[config.mk]
export PLATFORM = sky130hd
export DESIGN_NAME = seq_gen_tx
export DESIGN_NICKNAME = d
export VERILOG_FILES = /design/src/rtl/seq_pkg.sv /design/src/rtl/seq_shift_reg.sv /design/src/rtl/seq_gen_tx.sv
export SDC_FILE = /design/constraint.sdc
export NUM_CORES = 1
export LEC_CHECK = 0
export ABC_AREA = 1
export CAP_MARGIN = 20
export CORE_ASPECT_RATIO = 1.1
export CORE_UTILIZATION = 35
export CTS_BUF_LIST = sky130_fd_sc_hd__clkbuf_4
export CTS_CLUSTER_SIZE = 24
export DETAILED_ROUTE_END_ITERATION = 7
export PLACE_DENSITY = 0.57
export SLEW_MARGIN = 20
export SYNTH_ARGS = -nofsm -noshare
export SYNTH_HDL_FRONTEND = slang
export SYNTH_SLANG_ARGS = --single-unit
export TNS_END_PERCENT = 1
[constraint.sdc]
create_clock -name clk -period 2.7 [get_ports clk]
set_input_delay 0.81 -clock clk [delete_from_list [all_inputs] [get_ports clk]]
set_output_delay 0.81 -clock clk [all_outputs]
set_load 0.005 [all_outputs]
[src/rtl/seq_pkg.sv]
// rtl/seq_pkg.sv - shared state encodings and constants for the serial sequence blocks
package seq_pkg;

  // Debug state codes, shared with the sequence-detector blocks' decoding
  typedef enum logic [2:0] {
    IDLE  = 3'd0,
    SHIFT = 3'd1,
    GAP   = 3'd2,
    DONE  = 3'd3
  } seq_state_e;

  // Reference pattern the detector blocks look for by default
  localparam logic [5:0] PAT_DEFAULT = 6'b101011;

endpackage

[src/rtl/seq_shift_reg.sv]
// rtl/seq_shift_reg.sv - loadable MSB-first shift register with serial output
module seq_shift_reg #(
  parameter int WIDTH = 8
) (
  input  logic             clk,
  input  logic             rst_n,
  input  logic             i_load,
  input  logic             i_shift,
  input  logic [WIDTH-1:0] i_data,
  output logic             o_sout
);

  logic [WIDTH-1:0] r_data;

  // Load takes priority over shift; zeros enter at the LSB end
  always_ff @(posedge clk) begin
    if (!rst_n) begin
      r_data <= '0;
    end else if (i_load) begin
      r_data <= i_data;
    end else if (i_shift) begin
      r_data <= {r_data[WIDTH-2:0], 1'b0};
    end
  end

  assign o_sout = r_data[WIDTH-1];

endmodule

[src/rtl/seq_gen_tx.sv]
// rtl/seq_gen_tx.sv - serial pattern transmitter, MSB first, with repeat count and gap
module seq_gen_tx
  import seq_pkg::*;
#(
  parameter int WIDTH = 8,
  parameter int LEN_W = 4,
  parameter int REP_W = 4,
  parameter int GAP_W = 4
) (
  input  logic             clk,
  input  logic             rst_n,
  input  logic             start,
  input  logic             stop,
  input  logic [WIDTH-1:0] pat,
  input  logic [LEN_W-1:0] len,
  input  logic [REP_W-1:0] reps,
  input  logic [GAP_W-1:0] gap,
  output logic             out,
  output logic             valid,
  output logic             busy,
  output logic             done,
  output logic [2:0]       state
);

  seq_state_e       r_state;
  seq_state_e       w_state_nxt;

  // Request configuration captured at start; later input changes do not matter
  logic [WIDTH-1:0] r_pat_al;
  logic [LEN_W-1:0] r_len;
  logic [GAP_W-1:0] r_gap;

  // Down-counters: bits left in this pass (incl. current), passes left, gap cycles left
  logic [LEN_W-1:0] r_bit_cnt;
  logic [REP_W-1:0] r_pass_cnt;
  logic [GAP_W-1:0] r_gap_cnt;

  logic [LEN_W-1:0] w_len_eff;
  logic [LEN_W-1:0] w_shamt;
  logic [REP_W-1:0] w_reps_eff;
  logic [WIDTH-1:0] w_pat_aligned;
  logic [WIDTH-1:0] w_sr_data;

  logic w_load_new;
  logic w_reload;
  logic w_shift;
  logic w_bit_dec;
  logic w_pass_dec;
  logic w_gap_load;
  logic w_gap_dec;
  logic w_sout;
  logic w_valid;

  // Over-long requests send the full register; zero passes means one pass
  assign w_len_eff  = (len > LEN_W'(WIDTH)) ? LEN_W'(WIDTH) : len;
  assign w_reps_eff = (reps == '0) ? REP_W'(1) : reps;

  // Left-align the pattern so bit len-1 sits at the shift register MSB
  assign w_shamt       = LEN_W'(WIDTH) - w_len_eff;
  assign w_pat_aligned = pat << w_shamt;

  // A fresh start loads from the inputs; later passes reload the latched copy
  assign w_sr_data = (r_state == IDLE) ? w_pat_aligned : r_pat_al;

  seq_shift_reg #(
    .WIDTH (WIDTH)
  ) u_shift_reg (
    .clk     (clk),
    .rst_n   (rst_n),
    .i_load  (w_load_new | w_reload),
    .i_shift (w_shift),
    .i_data  (w_sr_data),
    .o_sout  (w_sout)
  );

  // State register
  always_ff @(posedge clk) begin
    if (!rst_n) begin
      r_state <= IDLE;
    end else begin
      r_state <= w_state_nxt;
    end
  end

  // Next-state logic and counter/shift control strobes
  always_comb begin
    w_state_nxt = r_state;
    w_load_new  = 1'b0;
    w_reload    = 1'b0;
    w_shift     = 1'b0;
    w_bit_dec   = 1'b0;
    w_pass_dec  = 1'b0;
    w_gap_load  = 1'b0;
    w_gap_dec   = 1'b0;
    case (r_state)
      IDLE: begin
        if (stop) begin
          w_state_nxt = DONE;
        end else if (start) begin
          if (len == '0) begin
            w_state_nxt = DONE;
          end else begin
            w_state_nxt = SHIFT;
            w_load_new  = 1'b1;
          end
        end
      end
      SHIFT: begin
        if (stop) begin
          w_state_nxt = DONE;
        end else if (r_bit_cnt > LEN_W'(1)) begin
          w_shift   = 1'b1;
          w_bit_dec = 1'b1;
        end else if (r_pass_cnt > REP_W'(1)) begin
          w_pass_dec = 1'b1;
          if (r_gap != '0) begin
            w_state_nxt = GAP;
            w_gap_load  = 1'b1;
          end else begin
            w_reload = 1'b1;
          end
        end else begin
          w_state_nxt = DONE;
        end
      end
      GAP: begin
        if (stop) begin
          w_state_nxt = DONE;
        end else if (r_gap_cnt > GAP_W'(1)) begin
          w_gap_dec = 1'b1;
        end else begin
          w_state_nxt = SHIFT;
          w_reload    = 1'b1;
        end
      end
      DONE: begin
        w_state_nxt = IDLE;
      end
      default: begin
        w_state_nxt = IDLE;
      end
    endcase
  end

  // Request latch and down-counters; decrements saturate at zero
  always_ff @(posedge clk) begin
    if (!rst_n) begin
      r_pat_al   <= '0;
      r_len      <= '0;
      r_gap      <= '0;
      r_bit_cnt  <= '0;
      r_pass_cnt <= '0;
      r_gap_cnt  <= '0;
    end else begin
      if (w_load_new) begin
        r_pat_al   <= w_pat_aligned;
        r_len      <= w_len_eff;
        r_gap      <= gap;
        r_bit_cnt  <= w_len_eff;
        r_pass_cnt <= w_reps_eff;
      end else begin
        if (w_reload) begin
          r_bit_cnt <= r_len;
        end else if (w_bit_dec && (r_bit_cnt != '0)) begin
          r_bit_cnt <= r_bit_cnt - LEN_W'(1);
        end
        if (w_pass_dec && (r_pass_cnt != '0)) begin
          r_pass_cnt <= r_pass_cnt - REP_W'(1);
        end
      end
      if (w_gap_load) begin
        r_gap_cnt <= r_gap;
      end else if (w_gap_dec && (r_gap_cnt != '0)) begin
        r_gap_cnt <= r_gap_cnt - GAP_W'(1);
      end
    end
  end

  // Outputs are decodes of registered state only; out is forced low off-pattern
  assign w_valid = (r_state == SHIFT);
  assign valid   = w_valid;
  assign out     = w_valid & w_sout;
  assign busy    = (r_state != IDLE);
  assign done    = (r_state == DONE);
  assign state   = r_state;

endmodule

==> impl_metrics.json <==
{
  "status": "finished, final reports clean",
  "cts.clk_slew.worst_paths_ps": 120,
  "timing.setup.tns_ps": 0,
  "synth.ff_latch_count": 38,
  "post-route-cell-area_mm2": 0.00312,
  "globalplace.congestion": 0.784,
  "critical_path.max_stage_delay_ps": 530,
  "critPathArrivalTime_ps": 1780,
  "setup_repair_after_global_routing_missed_its_margin": "false",
  "insertedDiodeCount": 0,
  "finalHoldViolCount": 0,
  "power.static_leakage_nw": 1.45,
  "cell_type_contributing_the_most_total_cell_area_after_synthesis": "dfxtp_1",
  "cts_max_path_buffers": 2,
  "ir_worst_vdd_uv": 325,
  "placedCellCount": 515,
  "synth-xor-area-share": 0.0200,
  "dp_worst_setup_slack_ps": -26.0,
  "clock-root-buffer": "clkbuf_4",
  "end_kind": "output pin",
  "num_rows": 32,
  "post_synth_mux_area_share": 0,
  "io_pins": 31,
  "cts_tree": "yes",
  "synth_fp_nets": 437,
  "synth_top_family_by_area": "simple AND/OR/NAND/NOR gates",
  "synth_cell_types": 36,
  "cell_area_after_synthesis_mm2": 0.00263,
  "setup-violations-final": 0,
  "cts_buffers": 5,
  "floorplan.die_area_mm2": 0.00787,
  "nets": 475,
  "worst_ep_required_time_ps": 1890,
  "initial_core_util": 0.369,
  "cellPowerDensity_mw_per_mm2": 723,
  "viasPerCell": 4.94,
  "synthCells": 399,
  "grt_pass1_wl_um": 10700,
  "worst_setup_path_start_kind": "register",
  "design.core.area_mm2": 0.00713,
  "critical_path_class": "register to output pin",
  "detail_route.wl_per_cell_um": 11.6,
  "avgSynthCellArea_um2": 6.60,
  "num-fill-cells": 786,
  "finalMaxSlewViolations": 0,
  "cp_cell_sequence": "inv_1 > ha_1 > inv_2 > clkdlybuf4s50_1",
  "total_of_max_cap_violations": 0,
  "wirelength_um": 6080,
  "drive_gt1_frac": 0.121,
  "overflow": 0,
  "yosys.area_share.adder": 0.0665,
  "fin_ws_ps": 114,
  "die_w_um": 84.7,
  "path_max_fanout": 7,
  "track_usage": 0.168,
  "synth-compound-area-share": 0.165,
  "ys.warnings.count": 0,
  "drtPass1Iterations": 6,
  "cts_max_level": 2,
  "area.growth.synth_to_final_pct": 18.7,
  "route.antenna.remaining_nets": 0,
  "worstHoldPathType": "register to register",
  "layoutNonFillerInstCount": 523,
  "clock-skew-final_ps": 12.7,
  "period_minus_slack_ps": 2590,
  "netlist_top_cells_area": "dfxtp_1 (29%), nand2_1 (15%), inv_1 (7.3%)",
  "synth_simple_gate_area_frac": 0.341,
  "antenna_found_initial": 0,
  "synthDominantCellAreaShare": 0.289,
  "clock_insertion_delay_worst_skew_ps": 360,
  "max_freq_ghz": 0.387,
  "clkSinkCount": 38,
  "dieHeight_um": 93.0,
  "num_vias": 2582,
  "grt_max_degree": 21,
  "portBuffers": 29,
  "ys_seq_area_frac": 0.289,
  "first_global_vias": 2464,
  "placedInstanceArea_mm2": 0.00307,
  "initial_drc_count": 146,
  "worst_path_max_delay_cell": "clkdlybuf4s50_1",
  "hpwlAfterDp_um": 4580,
  "final_period_utilization": 0.958,
  "drt_drc_violations_left": 0
}
-- cells in the final DEF (no fill, tap or decap), drive strengths merged, types with 2 or more instances in the layout --
cell type and n:
clkbuf 5, ha 14, or2 3, dfxtp 38
nand3 37, nand4 9, a21oi 40, inv 56
nor2 31, nor3 2, o21ai 24, nand2 111
clkinv 3, buf 16, clkdlybuf4s50 29, a31oi 2
xor2 6, a22oi 2, o211ai 7
-- routing by layer --
| metal | wire [um] | GRT usage | share of wire | up-vias |
|---|---|---|---|---|
| met4 | 100 | 0.0523 | 0.016 | 0 |
| met2 | 2790 | 0.289 | 0.46 | 40 |
| met1 | 2990 | 0.213 | 0.49 | 1165 |
| met3 | 199 | 0.0267 | 0.033 | 9 |
| li1 | - | - | - | 1368 |
| met5 | 0 | 0 | 0 | - |
-- through the flow --
stage | total power [mW] | hold slack [ps] | util
3_3_place_gp | 1.97 | 448 | 0.431
2_1_floorplan | 1.65 | 432 | -
5_1_grt | 2.49 | 497 | 0.438
6_report | 2.26 | 470 | 0.438
4_1_cts | 2.29 | 472 | 0.438
3_5_place_dp | 1.98 | 450 | 0.431
-- critical path, delay by kind of cell, from the launching register on --
family,cells,cell delay (ps)
buffers and inverters,3,770
adders and majority gates,1,230
DFF,1,430
-- final timing paths --
check / startpoint / to / slack, ps / depth (start not counted)
worst max-delay path: state[0]$_SDFFE_PN0P_ / busy / 110 / 4
worst min register to register: r_pat_al[1]$_SDFFE_PN0P_ / r_pat_al[1]$_SDFFE_PN0P_ / 470 / 2
worst min-delay path: r_pat_al[1]$_SDFFE_PN0P_ / r_pat_al[1]$_SDFFE_PN0P_ / 470 / 2
worst max register to register: r_gap_cnt[0]$_SDFFE_PN0P_ / r_gap_cnt[0]$_SDFFE_PN0P_ / 820 / 8
-- registers in the layout, indices dropped and copies added, names as in the netlist --
name and flops:
r_pass_cnt 4, r_pat_al 8, u_shift_reg.r_data 8, r_bit_cnt 4, r_len 4, state 2, r_gap 4, r_gap_cnt 4
-- repair_timing --
item | 4_1_cts | 5_1_grt
endpoints found under the hold margin | 0 | 0
buffers inserted | 0 | 0
hold buffers | 0 | 0
setup endpoints to repair | 1 | 0
gates resized for setup | 1 | 0
-- where the power goes --
group | total (mW) | leakage, nW | switching (mW) | internal [mW]
clock | 0.295 | 0.0286 | 0.198 | 0.0968
combinational | 1.20 | 1.11 | 0.710 | 0.494
sequential | 0.759 | 0.310 | 0.0794 | 0.680
-- logic make-up (layout without fill, tap and decap cells) --
kind of cell / count (synthesis) / count (layout)
other cells: 1 / 1
flops: 38 / 38
fa+ha+maj: 14 / 14
buf+inv: 71 / 110
xor+xnor: 6 / 6
simple gates: 193 / 193
compound gates: 76 / 76
-- area by class of cell --
type / count / area, um^2 / share of cell area
clock buffer: 5 / 37.5 / 0.0120
clock inverter: 3 / 16.3 / 0.00521
inverter: 57 / 216 / 0.0693
multi-input combinational: 290 / 1560 / 0.501
sequential: 38 / 761 / 0.243
tap: 85 / 106 / 0.0340
timing repair buffer: 45 / 423 / 0.135
-- synth_stat cells, drive strengths merged --
library cell / instances
nor3: 2
ha: 14
or2: 3
nand4: 9
inv: 56
a211oi: 1
buf: 8
dfxtp: 38
clkbuf: 6
o211ai: 7
nand2: 111
o21ai: 24
a22oi: 2
a21oi: 40
nor2: 31
nand3: 37
a31oi: 2
clkinv: 1
xor2: 6
conb: 1
Note: power is estimated with default switching activity, not from simulation.
==> patch: new RTL, config.mk and constraints unchanged <==
Register the inputs `start`, `stop`, `pat`, `len`, `reps` and `gap` before use, without a reset. The logic sees them one clock later. Comments in the files are not updated.
--- a/src/rtl/seq_gen_tx.sv
+++ b/src/rtl/seq_gen_tx.sv
@@ -24,2 +24,18 @@
 
+  logic start_q;
+  logic stop_q;
+  logic [WIDTH-1:0] pat_q;
+  logic [LEN_W-1:0] len_q;
+  logic [REP_W-1:0] reps_q;
+  logic [GAP_W-1:0] gap_q;
+
+  always_ff @(posedge clk) begin
+    start_q <= start;
+    stop_q  <= stop;
+    pat_q   <= pat;
+    len_q   <= len;
+    reps_q  <= reps;
+    gap_q   <= gap;
+  end
+
   seq_state_e       r_state;
@@ -54,4 +70,4 @@
   // Over-long requests send the full register; zero passes means one pass
-  assign w_len_eff  = (len > LEN_W'(WIDTH)) ? LEN_W'(WIDTH) : len;
-  assign w_reps_eff = (reps == '0) ? REP_W'(1) : reps;
+  assign w_len_eff  = (len_q > LEN_W'(WIDTH)) ? LEN_W'(WIDTH) : len_q;
+  assign w_reps_eff = (reps_q == '0) ? REP_W'(1) : reps_q;
 
@@ -59,3 +75,3 @@
   assign w_shamt       = LEN_W'(WIDTH) - w_len_eff;
-  assign w_pat_aligned = pat << w_shamt;
+  assign w_pat_aligned = pat_q << w_shamt;
 
@@ -96,6 +112,6 @@
       IDLE: begin
-        if (stop) begin
-          w_state_nxt = DONE;
-        end else if (start) begin
-          if (len == '0) begin
+        if (stop_q) begin
+          w_state_nxt = DONE;
+        end else if (start_q) begin
+          if (len_q == '0) begin
             w_state_nxt = DONE;
@@ -108,3 +124,3 @@
       SHIFT: begin
-        if (stop) begin
+        if (stop_q) begin
           w_state_nxt = DONE;
@@ -126,3 +142,3 @@
       GAP: begin
-        if (stop) begin
+        if (stop_q) begin
           w_state_nxt = DONE;
@@ -157,3 +173,3 @@
         r_len      <= w_len_eff;
-        r_gap      <= gap;
+        r_gap      <= gap_q;
         r_bit_cnt  <= w_len_eff;
Function: changed (Yosys sat finds a counterexample within 4 cycles, from zero or initial values and one cycle with rst_n low).
==> patch against the original RTL <==
  * Combinational power decreased by 3%
  * Final area increased by 16%
  * Area after synthesis increased by 18%
  * Sequential cell count increased by 22
  * Cell count increased by 9.2%
  * Total power increased by 36%
  * Worst setup slack improved by 0.045 ns
  * Wire length increased by 3.7%
  * Clock skew increased by 0.0032 ns
  * Sequential share of layout area increased by 8.7 points
==> patch: results (changes against the original RTL) <==
metric	value	unit	change
grt_pass1_vias	2553		+3.6%
met2_usage	27.0	%	-1.9 points
synth_common_cells	nand2_1 (110), dfxtp_1 (60), inv_1 (44)		
num-nonclk-inverters	52		-8.8%
num-nets-final	493		+3.8%
hpwl	4740	um	+3.5%
synth_cell_types	37		+2.8%
drt_iter0_drc	114		-22%
synthAdderAreaFrac	5.65	%	-1.0 points
drt-wirelength-per-cell	11.0	um	-5.0%
grt_max_degree	32		+52%
cts_buffers	9		+4
final.setup_skew	0.0158	ns	+0.00315 ns
multi_input_cells	299		+3.1%
synth_area_leaders	dfxtp_1 (39%), nand2_1 (13%), ha_1 (5.6%)		
track_usage	15.5	%	-1.2 points
r2r_slack	0.62	ns	-0.20 ns
run_status	complete, no violations		
multi_input_area_share	44.0	%	-6.0 points
clkSinkCount	60		+58%
synth_compound_area_share	13.0	%	-3.5 points
htree_levels	3		+1
clk_latency	0.40	ns	+0.04 ns
peakVddDrop	406	uV	+25%
clk_share	4.88	%	+3.2 points
cts_resized	0		-1
top_regs	pat_q x8, r_pat_al x8, u_shift_reg.r_data x8		
switchingPower	1.11	mW	+12%
n_all_buffers	33		-27%
syn-num-nets	463		+5.9%
wl_met2	3010	um	+7.8%
bufAreaShareNonClock	8.81	%	-4.7 points
place.gp.congestion	0.810		+3.3%
fillCellCount	902		+15%
grtUsageMet3	4.22	%	+1.5 points
synth_xor_area_share	1.69	%	-0.30 points
dr_wl_met3	272	um	+37%
clkbuf_count	10		+5
[patch: path summary, 6_finish.rpt]
kind / startpoint / to / cells past startpoint
max: state[0] / busy / 4
min: r_gap[0] / r_gap_cnt[0] / 2
max reg2reg: state[0] / u_shift_reg.r_data[5] / 10
min reg2reg: r_gap[0] / r_gap_cnt[0] / 2
[patch: power groups by stage]
| stage | clock (mW) | combinational (mW) | sequential (mW) |
|---|---|---|---|
| floorplan | 0 | 0.889 | 1.11 |
| global placement | 0 | 1.16 | 1.12 |
| detailed placement | 0 | 1.16 | 1.12 |
| CTS | 0.837 | 1.17 | 1.10 |
| global route | 0.872 | 1.34 | 1.12 |
| finish | 0.807 | 1.16 | 1.10 |
[patch: metrics by stage]
stage	setup slack (ns)	instances	util, %	hold WS [ns]
final	0.159	571	42.8	0.478
after global routing	0.0249	571	42.8	0.497
after detailed placement	0.578	555	40.7	0.468
after CTS	0.103	571	42.8	0.484
after global placement	0.600	555	40.7	0.460
after floorplan	0.925	425	-	0.434
